===== src/rtl/fifo_pkg.sv =====
// Shared defaults and helpers for the synchronous FIFO and its RAM.
// Also holds the packed record of safety-monitor invariant checks.
package fifo_pkg;

   localparam int unsigned FIFO_DEPTH_DFLT = 16;
   localparam int unsigned DATA_WIDTH_DFLT = 32;

   // One bit per invariant watched by the safety monitor.
   typedef struct packed {
      logic cnt_mismatch;
      logic cnt_overrange;
      logic empty_and_full;
      logic full_not_half;
   } mon_flags_t;

   function automatic int unsigned addr_width(input int unsigned depth);
      return $clog2(depth);
   endfunction

endpackage


===== src/rtl/fifo_sdpram.sv =====
// Simple dual-port RAM: one write port, one registered read port.
// A read and a write to the same address on the same edge returns the old word.
module fifo_sdpram #(
   parameter int unsigned DEPTH      = 16,
   parameter int unsigned WIDTH      = 32,
   parameter int unsigned ADDR_WIDTH = 4
) (
   input  logic                  clk,
   input  logic                  we,
   input  logic [ADDR_WIDTH-1:0] waddr,
   input  logic [WIDTH-1:0]      wdata,
   input  logic                  re,
   input  logic [ADDR_WIDTH-1:0] raddr,
   output logic [WIDTH-1:0]      rdata
);

   logic [WIDTH-1:0] mem_array [DEPTH];

   // Non-blocking update of both ports gives read-before-write on collision.
   always_ff @(posedge clk) begin
      if (we) begin
         mem_array[waddr] <= wdata;
      end
      if (re) begin
         rdata <= mem_array[raddr];
      end
   end

endmodule


===== src/rtl/fifo.sv =====
// Single-clock FIFO with active-low status flags, sticky error flag and a
// sticky safety monitor over the pointer/count invariants.
module fifo
   import fifo_pkg::*;
#(
   parameter int unsigned FIFO_DEPTH = FIFO_DEPTH_DFLT,
   parameter int unsigned DATA_WIDTH = DATA_WIDTH_DFLT
) (
   input  logic                  Clock,
   input  logic                  Reset_,
   input  logic                  WriteEn,
   input  logic [DATA_WIDTH-1:0] DataIn,
   input  logic                  ReadEn,
   output logic [DATA_WIDTH-1:0] DataOut,
   output logic                  Empty_,
   output logic                  HalfFull_,
   output logic                  Full_,
   output logic                  Error_,
   output logic                  detected_error
);

   localparam int unsigned ADDR_WIDTH = addr_width(FIFO_DEPTH);
   localparam int unsigned CNT_WIDTH  = ADDR_WIDTH + 1;

   localparam logic [CNT_WIDTH-1:0] CNT_FULL = CNT_WIDTH'(FIFO_DEPTH);
   localparam logic [CNT_WIDTH-1:0] CNT_HALF = CNT_WIDTH'(FIFO_DEPTH / 2);
   localparam logic [CNT_WIDTH-1:0] CNT_ONE  = CNT_WIDTH'(1);

   logic [CNT_WIDTH-1:0]  r_wr_ptr;
   logic [CNT_WIDTH-1:0]  r_rd_ptr;
   logic [CNT_WIDTH-1:0]  r_count;
   logic                  r_out_valid;
   logic                  r_error_n;
   logic                  r_detected_error;

   logic [CNT_WIDTH-1:0]  w_wr_ptr;
   logic [CNT_WIDTH-1:0]  w_rd_ptr;
   logic [CNT_WIDTH-1:0]  w_count;
   logic                  w_out_valid;
   logic                  w_error_n;
   logic                  w_detected_error;

   logic                  w_empty;
   logic                  w_full;
   logic                  w_half;
   logic                  w_rd_acc;
   logic                  w_wr_acc;
   logic                  w_overflow;
   logic                  w_underflow;
   logic [DATA_WIDTH-1:0] w_rdata;
   mon_flags_t            w_mon;

   // Flags decode the registered count only.
   assign w_empty = (r_count == '0);
   assign w_full  = (r_count == CNT_FULL);
   assign w_half  = (r_count >= CNT_HALF);

   assign w_rd_acc    = ReadEn & ~w_empty;
   assign w_wr_acc    = WriteEn & (~w_full | w_rd_acc);
   assign w_overflow  = WriteEn & ~w_wr_acc;
   assign w_underflow = ReadEn & w_empty;

   always_comb begin
      w_wr_ptr    = r_wr_ptr;
      w_rd_ptr    = r_rd_ptr;
      w_count     = r_count;
      w_out_valid = r_out_valid;
      w_error_n   = r_error_n;

      if (w_wr_acc) begin
         w_wr_ptr = r_wr_ptr + CNT_ONE;
      end
      if (w_rd_acc) begin
         w_rd_ptr    = r_rd_ptr + CNT_ONE;
         w_out_valid = 1'b1;
      end

      unique case ({w_wr_acc, w_rd_acc})
         2'b10:   w_count = r_count + CNT_ONE;
         2'b01:   w_count = r_count - CNT_ONE;
         default: w_count = r_count;
      endcase

      if (w_overflow || w_underflow) begin
         w_error_n = 1'b0;
      end
   end

   always_comb begin
      w_mon.cnt_mismatch   = (r_count != (r_wr_ptr - r_rd_ptr));
      w_mon.cnt_overrange  = (r_count > CNT_FULL);
      w_mon.empty_and_full = w_empty & w_full;
      w_mon.full_not_half  = w_full & ~w_half;
      w_detected_error     = r_detected_error | (|w_mon);
   end

   always_ff @(posedge Clock or posedge Reset_) begin
      if (Reset_) begin
         r_wr_ptr         <= '0;
         r_rd_ptr         <= '0;
         r_count          <= '0;
         r_out_valid      <= 1'b0;
         r_error_n        <= 1'b1;
         r_detected_error <= 1'b0;
      end else begin
         r_wr_ptr         <= w_wr_ptr;
         r_rd_ptr         <= w_rd_ptr;
         r_count          <= w_count;
         r_out_valid      <= w_out_valid;
         r_error_n        <= w_error_n;
         r_detected_error <= w_detected_error;
      end
   end

   fifo_sdpram #(
      .DEPTH      (FIFO_DEPTH),
      .WIDTH      (DATA_WIDTH),
      .ADDR_WIDTH (ADDR_WIDTH)
   ) u_ram (
      .clk   (Clock),
      .we    (w_wr_acc),
      .waddr (r_wr_ptr[ADDR_WIDTH-1:0]),
      .wdata (DataIn),
      .re    (w_rd_acc),
      .raddr (r_rd_ptr[ADDR_WIDTH-1:0]),
      .rdata (w_rdata)
   );

   // The RAM read register is not reset; mask it until the first accepted read.
   assign DataOut        = r_out_valid ? w_rdata : '0;
   assign Empty_         = ~w_empty;
   assign HalfFull_      = ~w_half;
   assign Full_          = ~w_full;
   assign Error_         = r_error_n;
   assign detected_error = r_detected_error;

endmodule


===== config.mk =====
export PLATFORM = sky130hd
export DESIGN_NAME = fifo
export DESIGN_NICKNAME = d
export VERILOG_FILES = /design/src/rtl/fifo_pkg.sv /design/src/rtl/fifo_sdpram.sv /design/src/rtl/fifo.sv
export SDC_FILE = /design/constraint.sdc
export NUM_CORES = 1
export LEC_CHECK = 0
export BUFFER_PORTS_ARGS = -buffer_cell sky130_fd_sc_hd__clkbuf_2
export CORE_UTILIZATION = 40
export CTS_BUF_LIST = sky130_fd_sc_hd__clkbuf_4
export CTS_CLUSTER_DIAMETER = 40
export DETAILED_ROUTE_END_ITERATION = 6
export GPL_TIMING_DRIVEN = 0
export HOLD_SLACK_MARGIN = 0.02
export PLACE_DENSITY = 0.54
export SLEW_MARGIN = 20
export SYNTH_ARGS = -nofsm -noshare
export SYNTH_HDL_FRONTEND = slang
export SYNTH_SLANG_ARGS = --single-unit

===== constraint.sdc =====
create_clock -name Clock -period 5.7 [get_ports Clock]
set_clock_uncertainty 0.2 [all_clocks]
set_input_delay 0.57 -clock Clock [delete_from_list [all_inputs] [get_ports Clock]]
set_output_delay 0.57 -clock Clock [all_outputs]
set_load 0.01 [all_outputs]

==> results.md, run 1 <==
* Status: completed
* Clock Pin Slew Worst Setup and Hold Paths at 60 ps
* CTS Buf Count at 149
* FF-to-FF Start: r_count[4]$_DFFE_PP0P_
* HP Class: flop to flop
* Cell row count at 84
* FF-to-FF End: r_count[4]$_DFFE_PP0P_
* Total power at 12.6 mW
* CP required at 6310 ps
* Dpl cells at 1,708
* I/O Pins at 73
* Area delta synth->final at 19.0%
* Post-synth cell types at 36
* Pleak at 8.53 nW
* Via count at 10,500
* Worst Setup SP: r_count[4]$_DFFE_PP0P_
* Pins Over Slew Limit at 0
* CP max stage delay at 570 ps
* # hold bufs at CTS at 37
* Post-CTS sizing at 0
* HPWL after detailed placement at 30,200 um
* CP Class: flop to flop
* Syn avg cell area at 23.8 sq um
* Commonest cells after routing, fill and taps aside: 544 x edfxtp_1, 221 x clkbuf_4, 160 x mux4_2
* Max-Cap Viols at 0
* Full die area at 55,000 sq um
* Worst Path Arrival at 4060 ps
* Worst Setup Start Kind: flop
* DRC at 0
* Worst skew pair latency at 950 ps
* Avg WL per Cell at 25.2 um
* Synth Register Bits at 562
* H-Tree Depth at 4
* GP Congestion at 0.694
* Cells after Synth at 910
* RSZ-0062 raised after global routing: no
* All-layer global routing usage at 19.3%
* Largest net degree at the start of global routing at 38
* Post-route cell area at 25,700 sq um
* Tightest Pin Transition at 1000 ps
* Post-synthesis sequential area ratio at 77.6%
* First-pass iteration count of the detailed router at 4
* Congestion Overflow GR at 0
* Synth area leader: edfxtp_1
* First-pass GRT wire length at 73,800 um
* CTS tree: built
* Post-synth top area share at 75.5%
* CP Cell Sequence: clkbuf_1 -> nand2b_1 -> nor2b_1 -> inv_1 -> fa_1 -> nor2b_1 -> o21ai_0 -> a211o_1 -> o211ai_1 -> o211ai_1 -> dlygate4sd3_1
* Setup violators final at 0
* Final ANT Viol Nets at 0
* Max VDD drop at 0.000233 V
* Hold path depth at 1
* Crit path max-delay cell type: dlygate4sd3_1
* Post-synth EDFFs at 544
* Filler cells at 4,476
* Vias in the first global route at 11,200
* Fin. Hold Viols at 0
* Longest Clk Path Bufs at 3
* Fraction of layout cells with a size suffix above 1 at 41.5%
* Die H at 235 um
* Synth async-reset ratio at 3.20%
* Drt via density at 5.26
* DR iter-0 viols at 875
* Post-Synthesis Cell Area at 21,600 sq um
* CP endpoint kind: flop
* Die width at 235 um
* Hold EP: Error_$_DFFE_PP1P_
* Most common cell after layout, fill and taps aside: edfxtp_1
* Power Dens Cells at 488 nW/um^2
* Final nets at 1,258
* DP Area at 23,500 sq um
* Layout Cells excl Fill at 1,988
* Core Footprint at 53,000 sq um
* Number of port buffers at 72
* Worst reg2reg setup slack at 2260 ps
* Crit-path max FO at 8
* Initial antenna violation count at 3
* Final period util at 60.4%
* Final min period at 3440 ps
* Ranking of synthesized cells by area: edfxtp_1 76%, mux4_2 17%, dfrtp_1 2.0%
* Clock Root Buffer: clkbuf_4
* Post-CTS Setup Bufs at 0
* Final design utilization at 48.6%
* Initial core utilization at 40.8%
* Yosys warns at 0
* Slew headroom at 33.3%
* Routed WL at 50,100 um
* Hold Crit Start: Error_$_DFFE_PP1P_
* Predominant post-synthesis flop cell: edfxtp_1
* Clock tree sinks at 562
* Net count after synthesis at 960
* Fmax at 290 MHz
* R2R cell count at 11
-- state kept, by name (all words and copies together), names as in the netlist --
name / flops
u_ram.mem_array: 512
u_ram.rdata: 32
r_count: 5
r_rd_ptr: 5
r_wr_ptr: 5
Error_: 1
detected_error: 1
r_out_valid: 1
-- worst max-delay path by stage --
stage                                        to  slack [ps]  cells after the start
6_report                 r_count[4]$_DFFE_PP0P_        2260                     11
5_1_grt                  r_count[4]$_DFFE_PP0P_        1950                     11
4_1_cts                              DataOut[7]        2070                      3
3_5_place_dp   u_ram.mem_array[1][18]$_DFFE_PP_        2340                      7
3_3_place_gp   u_ram.mem_array[0][12]$_DFFE_PP_       -1570                      5
2_1_floorplan   u_ram.mem_array[3][0]$_DFFE_PP_        1610                      6
-- layer usage --
layer	up-vias	track usage, %	part of all wire (%)
met4	0	6.11	1.4
met2	324	30.4	49
met5	-	0	0
met3	55	5.78	5.8
li1	4517	-	-
met1	5568	25.8	44
-- stage by stage --
stage | TNS (ps) | setup slack [ps] | hold slack, ps
6_report | 0 | 2260 | 291
4_1_cts | 0 | 2070 | 258
3_3_place_gp | -180150 | -1570 | 269
3_5_place_dp | 0 | 2340 | 276
5_1_grt | 0 | 1950 | 299
2_1_floorplan | 0 | 1610 | 265
-- synth_stat cells (3+ instances only) --
library cell and instances:
buf_1 12, nor2_1 12, dfrtp_1 17, a21oi_1 3, mux2i_1 3, xnor2_1 18, edfxtp_1 544, ha_1 12
and2_1 32, buf_2 3, inv_1 12, mux4_2 160, nand2_1 14, nand4_1 5, nor3_1 5, clkbuf_1 17
buf_6 11, nand2b_1 4
-- where the power goes --
group | total [mW] | leakage (nW) | switching (mW) | internal (mW)
clock | 3.49 | 1.10 | 1.56 | 1.92
sequential | 5.32 | 5.14 | 0.161 | 5.16
combinational | 3.76 | 2.29 | 1.94 | 1.82
total | 12.6 | 8.53 | 3.66 | 8.91
-- layout make-up --
| class | count | area [sq um] | area share, % |
|---|---|---|---|
| well taps | 688 | 861 | 3.34 |
| flip-flops and latches | 562 | 16800 | 65.2 |
| plain buffers | 43 | 251 | 0.977 |
| inverters | 14 | 55.1 | 0.214 |
| repair buffers | 147 | 1300 | 5.04 |
| clock inverters | 18 | 180 | 0.700 |
| clock buffers | 221 | 1660 | 6.44 |
| diodes | 4 | 10.0 | 0.0389 |
| multi-input cells | 291 | 4650 | 18.0 |
-- kinds of logic (layout without fill, tap and decap cells) --
| logic type | count (synthesis) | count (layout) | synth area share, % |
|---|---|---|---|
| buf+inv | 57 | 443 | 1.39 |
| compound gates | 16 | 16 | 0.492 |
| other cells | 0 | 4 | 0 |
| flops | 562 | 562 | 77.6 |
| mux | 165 | 165 | 16.9 |
| simple gates | 77 | 77 | 1.97 |
| fa+ha+maj | 14 | 14 | 0.879 |
| xor+xnor | 19 | 19 | 0.769 |
-- critical path: cells and delay by family, from the launching register on --
| kind | cells | cell delay [ps] |
|---|---|---|
| simple gates | 3 | 740 |
| buf+inv | 3 | 960 |
| compound gates | 4 | 680 |
| flops | 1 | 320 |
| fa+ha+maj | 1 | 420 |
Note: power is estimated with default switching activity, not from simulation.
==> inputs of run 2 (changes only) <==
==> constraint.sdc (replaced) <==
create_clock -name Clock -period 3.2 [get_ports Clock]
set_clock_uncertainty 0.2 [all_clocks]
set_input_delay 0.32 -clock Clock [delete_from_list [all_inputs] [get_ports Clock]]
set_output_delay 0.32 -clock Clock [all_outputs]
set_load 0.01 [all_outputs]
==> run 2 against run 1 <==
Compared with the run above: die area unchanged; total power rose by 79%; first-iteration DRC count shrank 13%; critical path type unchanged; clock power up 77%; worst hold slack got worse by 150 ps; global-route usage about the same; sequential cell count is the same; non-clock buffer count up 29; register-to-register slack worse by 2200 ps.
==> results.md, run 2 (synthesized netlist as in run 1, its figures left out) <==
* Via count at 10,500
* Most flop-heavy register: u_ram.mem_array
* Tightest Pin Transition at 935 ps
* Combinational share of power at 30.3%
* Max-Cap Viols at 0
* Power Dens Cells at 855 nW/um^2
* Pleak at 8.81 nW
* Clock Root Buffer: clkbuf_4
* Setup violators final at 0
* Slew headroom at 37.6%
* Worst Path Arrival at 3580 ps
* Total power at 22.5 mW
* Worst Setup Start Kind: flop
* Longest Clk Path Bufs at 3
* Area delta synth->final at 21.9%
* Grt met2 use at 30.8%
* Crit-path max FO at 10
* DRC at 0
* Setup TNS at 0 ps
* Hold path depth at 2
* Vias in the first global route at 11,300
* Layout Cells excl Fill at 2,028
* CTS tree: built
* Dpl cells at 1,705
* Drt via density at 5.20
* Total internal power at 16.0 mW
* Top Registers: u_ram.mem_array: 512 flops, u_ram.rdata: 32 flops
* Number of port buffers at 72
* Core Footprint at 53,000 sq um
* Initial core utilization at 40.8%
* Most common cell after layout, fill and taps aside: edfxtp_1
* Fraction of layout cells with a size suffix above 1 at 41.8%
* GP Congestion at 0.718
* Flop pwr share at 42.3%
* HPWL after detailed placement at 30,900 um
* Pins Over Slew Limit at 0
* Clock Pin Slew Worst Setup and Hold Paths at 60 ps
* First-pass iteration count of the detailed router at 5
* Status: completed
* Worst hold slack at 143 ps
* Hold Crit Start: DataIn[13]
* Worst skew pair latency at 930 ps
* Full die area at 55,000 sq um
* Fin. Hold Viols at 0
* Congestion Overflow GR at 0
* Avg WL per Cell at 24.7 um
* Routed WL at 50,200 um
* All-layer global routing usage at 19.3%
* CP required at 3660 ps
* Final min period at 3110 ps
* Final nets at 1,286
* Worst reg2reg setup slack at 90 ps
* Clock share of power at 27.5%
* FF-to-FF End: u_ram.rdata[22]$_DFFE_PN_
* Initial antenna violation count at 3
* CTS Buf Count at 148
* Switching Fraction at 29.2%
* FF-to-FF Start: r_rd_ptr[1]$_DFFE_PP0N_
* Cell row count at 84
* Die H at 235 um
* Clock tree sinks at 562
* Met3 usage at 5.31%
* Final design utilization at 49.8%
* Final ANT Viol Nets at 0
* First-pass GRT wire length at 73,500 um
* Gr busiest metal: met2
* Psw at 6.58 mW
* CP endpoint kind: flop
* Hold EP: u_ram.mem_array[0][13]$_DFFE_PP_
* Final period util at 97.3%
* CP Class: flop to flop
* DR iter-0 viols at 764
* M1 GR Usage at 25.5%
* I/O Pins at 73
* Largest net degree at the start of global routing at 38
* Die width at 235 um
* Max VDD drop at 0.000358 V
* Max reg flops at 512
* Fmax at 321 MHz
* HP Class: primary input to flop
* H-Tree Depth at 4
* R2R cell count at 4
* Commonest cells after routing, fill and taps aside: 544 x edfxtp_1, 215 x clkbuf_4, 160 x mux4_2
* RSZ-0062 raised after global routing: no
## run 2: cell count changes in the layout (fill, tap and decap cells not counted), sizes merged, moves of 2 or more
| cell | previous run | this run |
|---|---|---|
| clkinv | 9 | 25 |
| inv | 17 | 19 |
| dlygate4sd3 | 37 | 58 |
| clkbuf | 311 | 306 |
| clkdlybuf4s15 | 0 | 6 |
## run 2: layer usage
metal	wire, um	vias to the layer above
met1	21800	5566
li1	-	4592
met3	2630	78
met5	8	-
met2	24700	310
met4	1010	2
## run 2: cell type report
type                       instances  area [sq um]
multi-input combinational        291          4670
clock inverter                    35           245
sequential                       562         16800
timing repair buffer             177          1810
antenna                            4          10.0
tap                              688           861
inverter                          14          55.1
buffer                            42           300
clock buffer                     215          1610
fill                            4382         26600
## run 2: critical path: stages (launching register included)
cell and delay, ps:
dfrtp_1 610, clkbuf_1 550, clkdlybuf4s15_2 570, mux4_2 380, mux4_2 530
## run 2: power groups by stage
stage          Combinational [mW]  Sequential, mW  Clock (mW)
5_1_grt                      7.33            9.60        6.76
4_1_cts                      7.04            9.49        6.41
3_3_place_gp                 6.48            9.69           0
2_1_floorplan                4.52            9.55           0
6_report                     6.82            9.52        6.19
3_5_place_dp                 6.93            9.64           0
## run 2: repair_timing
action | 4_1_cts | 5_1_grt
hold endpoints to repair | 576 | 0
buffers inserted | 0 | 12
hold buffers | 58 | 0
pin swaps | 0 | 5
resized for setup | 15 | 6
endpoints found under the setup margin | 47 | 77
## run 2: worst max path at each step
stage	start	to	slack, ps	cells after the start
final	r_rd_ptr[1]$_DFFE_PP0N_	u_ram.rdata[22]$_DFFE_PN_	90	4
after global routing	r_rd_ptr[1]$_DFFE_PP0N_	u_ram.rdata[22]$_DFFE_PN_	30	4
after global placement	r_count[0]$_DFFE_PP0P_	u_ram.mem_array[8][12]$_DFFE_PP_	-2260	6
after CTS	r_rd_ptr[1]$_DFFE_PP0N_	u_ram.rdata[1]$_DFFE_PN_	-80	4
after detailed placement	r_rd_ptr[1]$_DFFE_PP0N_	u_ram.rdata[30]$_DFFE_PN_	-160	4
after floorplan	r_count[0]$_DFFE_PP0P_	u_ram.mem_array[7][0]$_DFFE_PP_	-40	6
## run 2: per-stage QoR
step / instance area (sq um) / setup slack (ps)
after global placement: 22900 / -2260
after detailed placement: 23800 / -158
after floorplan: 21700 / -39.4
after CTS: 26300 / -80.5
final: 26400 / 86.3
after global routing: 26400 / 33.2
==> inputs of run 3 (changes only) <==
--- a/config.mk
+++ b/config.mk
@@ -5,6 +5,7 @@
 export SDC_FILE = /design/constraint.sdc
 export NUM_CORES = 1
 export LEC_CHECK = 0
+export ABC_AREA = 1
 export BUFFER_PORTS_ARGS = -buffer_cell sky130_fd_sc_hd__clkbuf_2
 export CORE_UTILIZATION = 40
 export CTS_BUF_LIST = sky130_fd_sc_hd__clkbuf_4
==> run 3 against run 2 <==
Compared with the run above: critical path depth up 3; die area up 3.2%; sequential power about the same; non-clock buffer count up 57; fmax up 6.0%; critical path type unchanged; largest power group unchanged.
==> results.md, run 3 <==
* First-pass GRT wire length at 91,400 um
* Final ANT Viol Nets at 0
* H-Tree Depth at 4
* Synth Register Bits at 562
* Max-Cap Viols at 0
* CTS tree: built
* Flop pwr share at 39.5%
* Post-synth top area share at 73.2%
* Slew headroom at 36.7%
* Yosys warns at 0
* Post-synth cell types at 31
* Net count after synthesis at 1,765
* Switching Fraction at 37.3%
* Fraction of layout cells with a size suffix above 1 at 20.3%
* Pins Over Slew Limit at 0
* Number of port buffers at 72
* Worst skew pair latency at 960 ps
* Max VDD drop at 0.000587 V
* Total internal power at 15.1 mW
* Routed WL at 61,300 um
* Fmax at 340 MHz
* Post-synthesis sequential area ratio at 75.2%
* Filler cells at 4,989
* Combinational share of power at 34.4%
* Clock tree sinks at 562
* Longest Clk Path Bufs at 3
* Pleak at 9.40 nW
* I/O Pins at 73
* RSZ-0062 raised after global routing: no
* Largest net degree at the start of global routing at 39
* Drt via density at 5.15
* Clock Pin Slew Worst Setup and Hold Paths at 70 ps
* CTS Buf Count at 148
* Clock share of power at 26.1%
* First-pass iteration count of the detailed router at 6
* Most flop-heavy register: u_ram.mem_array
* Cells after Synth at 1,715
* Avg WL per Cell at 21.2 um
* HP Class: primary input to flop
* Vias in the first global route at 14,700
* Dpl cells at 2,589
* Via count at 14,900
* GP Congestion at 0.812
* Power Dens Cells at 906 nW/um^2
* Ranking of synthesized cells by area: edfxtp_1 73%, nor2_1 5.5%, o21ai_0 5.0%
* Max reg flops at 512
* Post-synth top cells: 544 x edfxtp_1, 330 x nor2_1, 225 x o21ai_0
* CP required at 3630 ps
* Post-Synthesis Cell Area at 22,300 sq um
* Crit-path max FO at 10
* Die H at 238 um
* Congestion Overflow GR at 0
* Final min period at 2940 ps
* Commonest cells after routing, fill and taps aside: 544 x edfxtp_1, 326 x nor2_1, 225 x o21ai_0
* All-layer global routing usage at 22.2%
* Layout Cells excl Fill at 2,887
* Area delta synth->final at 18.8%
* Most frequent cell after synthesis: edfxtp_1
* Final nets at 2,086
* Fin. Hold Viols at 0
* Psw at 8.97 mW
* CP Class: flop to flop
* Full die area at 56,800 sq um
* Tightest Pin Transition at 950 ps
* Syn avg cell area at 13.0 sq um
* Synth async-reset ratio at 3.20%
* Top Registers: u_ram.mem_array: 512 flops, u_ram.rdata: 32 flops
* Initial antenna violation count at 1
* Synth area leader: edfxtp_1
* Total power at 24.0 mW
* CP endpoint kind: flop
* Setup violators final at 0
* Die width at 238 um
* Initial core utilization at 40.5%
* Final design utilization at 48.2%
* Final period util at 91.8%
* Status: completed
* HPWL after detailed placement at 40,900 um
* Predominant post-synthesis flop cell: edfxtp_1
* Worst Path Arrival at 3370 ps
* Clock Root Buffer: clkbuf_4
* Setup TNS at 0 ps
* Cell row count at 86
* Post-synth EDFFs at 544
* Worst Setup Start Kind: flop
* DRC at 0
* Most common cell after layout, fill and taps aside: edfxtp_1
* Core Footprint at 55,100 sq um
* DR iter-0 viols at 1,078
* Post-CTS Setup Bufs at 0
-- run 3: cell type report --
| cell class | count | area (sq um) | share of cell area, % |
|---|---|---|---|
| diodes | 1 | 2.50 | 0.00943 |
| plain buffers | 104 | 517 | 1.95 |
| clock buffers | 224 | 1680 | 6.34 |
| clock inverters | 28 | 195 | 0.736 |
| inverters | 64 | 243 | 0.915 |
| multi-input cells | 984 | 4870 | 18.4 |
| flip-flops and latches | 562 | 16800 | 63.3 |
| well taps | 748 | 936 | 3.53 |
| repair buffers | 172 | 1290 | 4.88 |
-- run 3: layer usage --
| metal | global-route usage (%) | routed length (um) |
|---|---|---|
| met5 | 0 | 0 |
| met4 | 7.81 | 1250 |
| met3 | 5.71 | 3970 |
| met2 | 35.6 | 29400 |
| met1 | 29.2 | 26700 |
-- run 3: power groups by stage --
stage | Clock (mW) | Sequential, mW | Combinational [mW]
after floorplan | 0 | 9.57 | 4.96
after global placement | 0 | 9.73 | 7.97
after detailed placement | 0 | 9.65 | 8.28
after CTS | 6.44 | 9.49 | 8.36
after global routing | 6.81 | 9.57 | 9.15
final | 6.27 | 9.49 | 8.28
-- run 3: logic make-up (layout without fill, tap and decap cells) --
| group | after synthesis | after routing | synth area share (%) |
|---|---|---|---|
| buffers and inverters | 169 | 592 | 3.40 |
| AOI/OAI and AO/OA | 399 | 399 | 10.1 |
| DFF | 562 | 562 | 75.2 |
| adders and majority gates | 14 | 14 | 0.852 |
| other | 0 | 1 | 0 |
| and+or+nand+nor | 558 | 558 | 10.0 |
| xor gates and xnor gates | 13 | 13 | 0.510 |
-- run 3: worst paths after layout --
kind                                          from                                 to  slack [ps]  cells past startpoint
setup / recovery            r_count[0]$_DFFE_PP0P_   u_ram.mem_array[9][13]$_DFFE_PP_         260                      7
hold / removal                          DataIn[16]  u_ram.mem_array[10][16]$_DFFE_PP_         140                      2
setup reg to reg            r_count[0]$_DFFE_PP0P_   u_ram.mem_array[9][13]$_DFFE_PP_         260                      7
hold reg to reg            r_wr_ptr[4]$_DFFE_PP0P_            r_wr_ptr[4]$_DFFE_PP0P_         280                      1
max in group asynchronous                   Reset_            r_out_valid$_DFFE_PP0N_        1850                      4
min in group asynchronous                   Reset_            r_wr_ptr[4]$_DFFE_PP0P_         400                      4
-- run 3: repair_timing --
action / in CTS / in global routing
endpoints found under the setup margin: 12 / 11
hold endpoints to repair: 601 / 0
hold buffers: 46 / 0
gates resized for setup: 3 / 1
-- run 3: critical path, stage by stage (launching register included) --
cell and delay, ps:
dfrtp_1 480, nor2_2 100, nand4_1 120, nand2_1 240, buf_2 300, nor3_2 640, buf_4 320, buf_4 220
-- run 3: through the flow --
step / area, sq um / hold slack [ps] / setup WS [ps]
final: 26500 / 142 / 262
after detailed placement: 24200 / 272 / -64.3
after global routing: 26500 / 100 / 59.5
after global placement: 23600 / 267 / -3630
after floorplan: 22300 / 57.8 / -569
after CTS: 26500 / 25.4 / 3.56
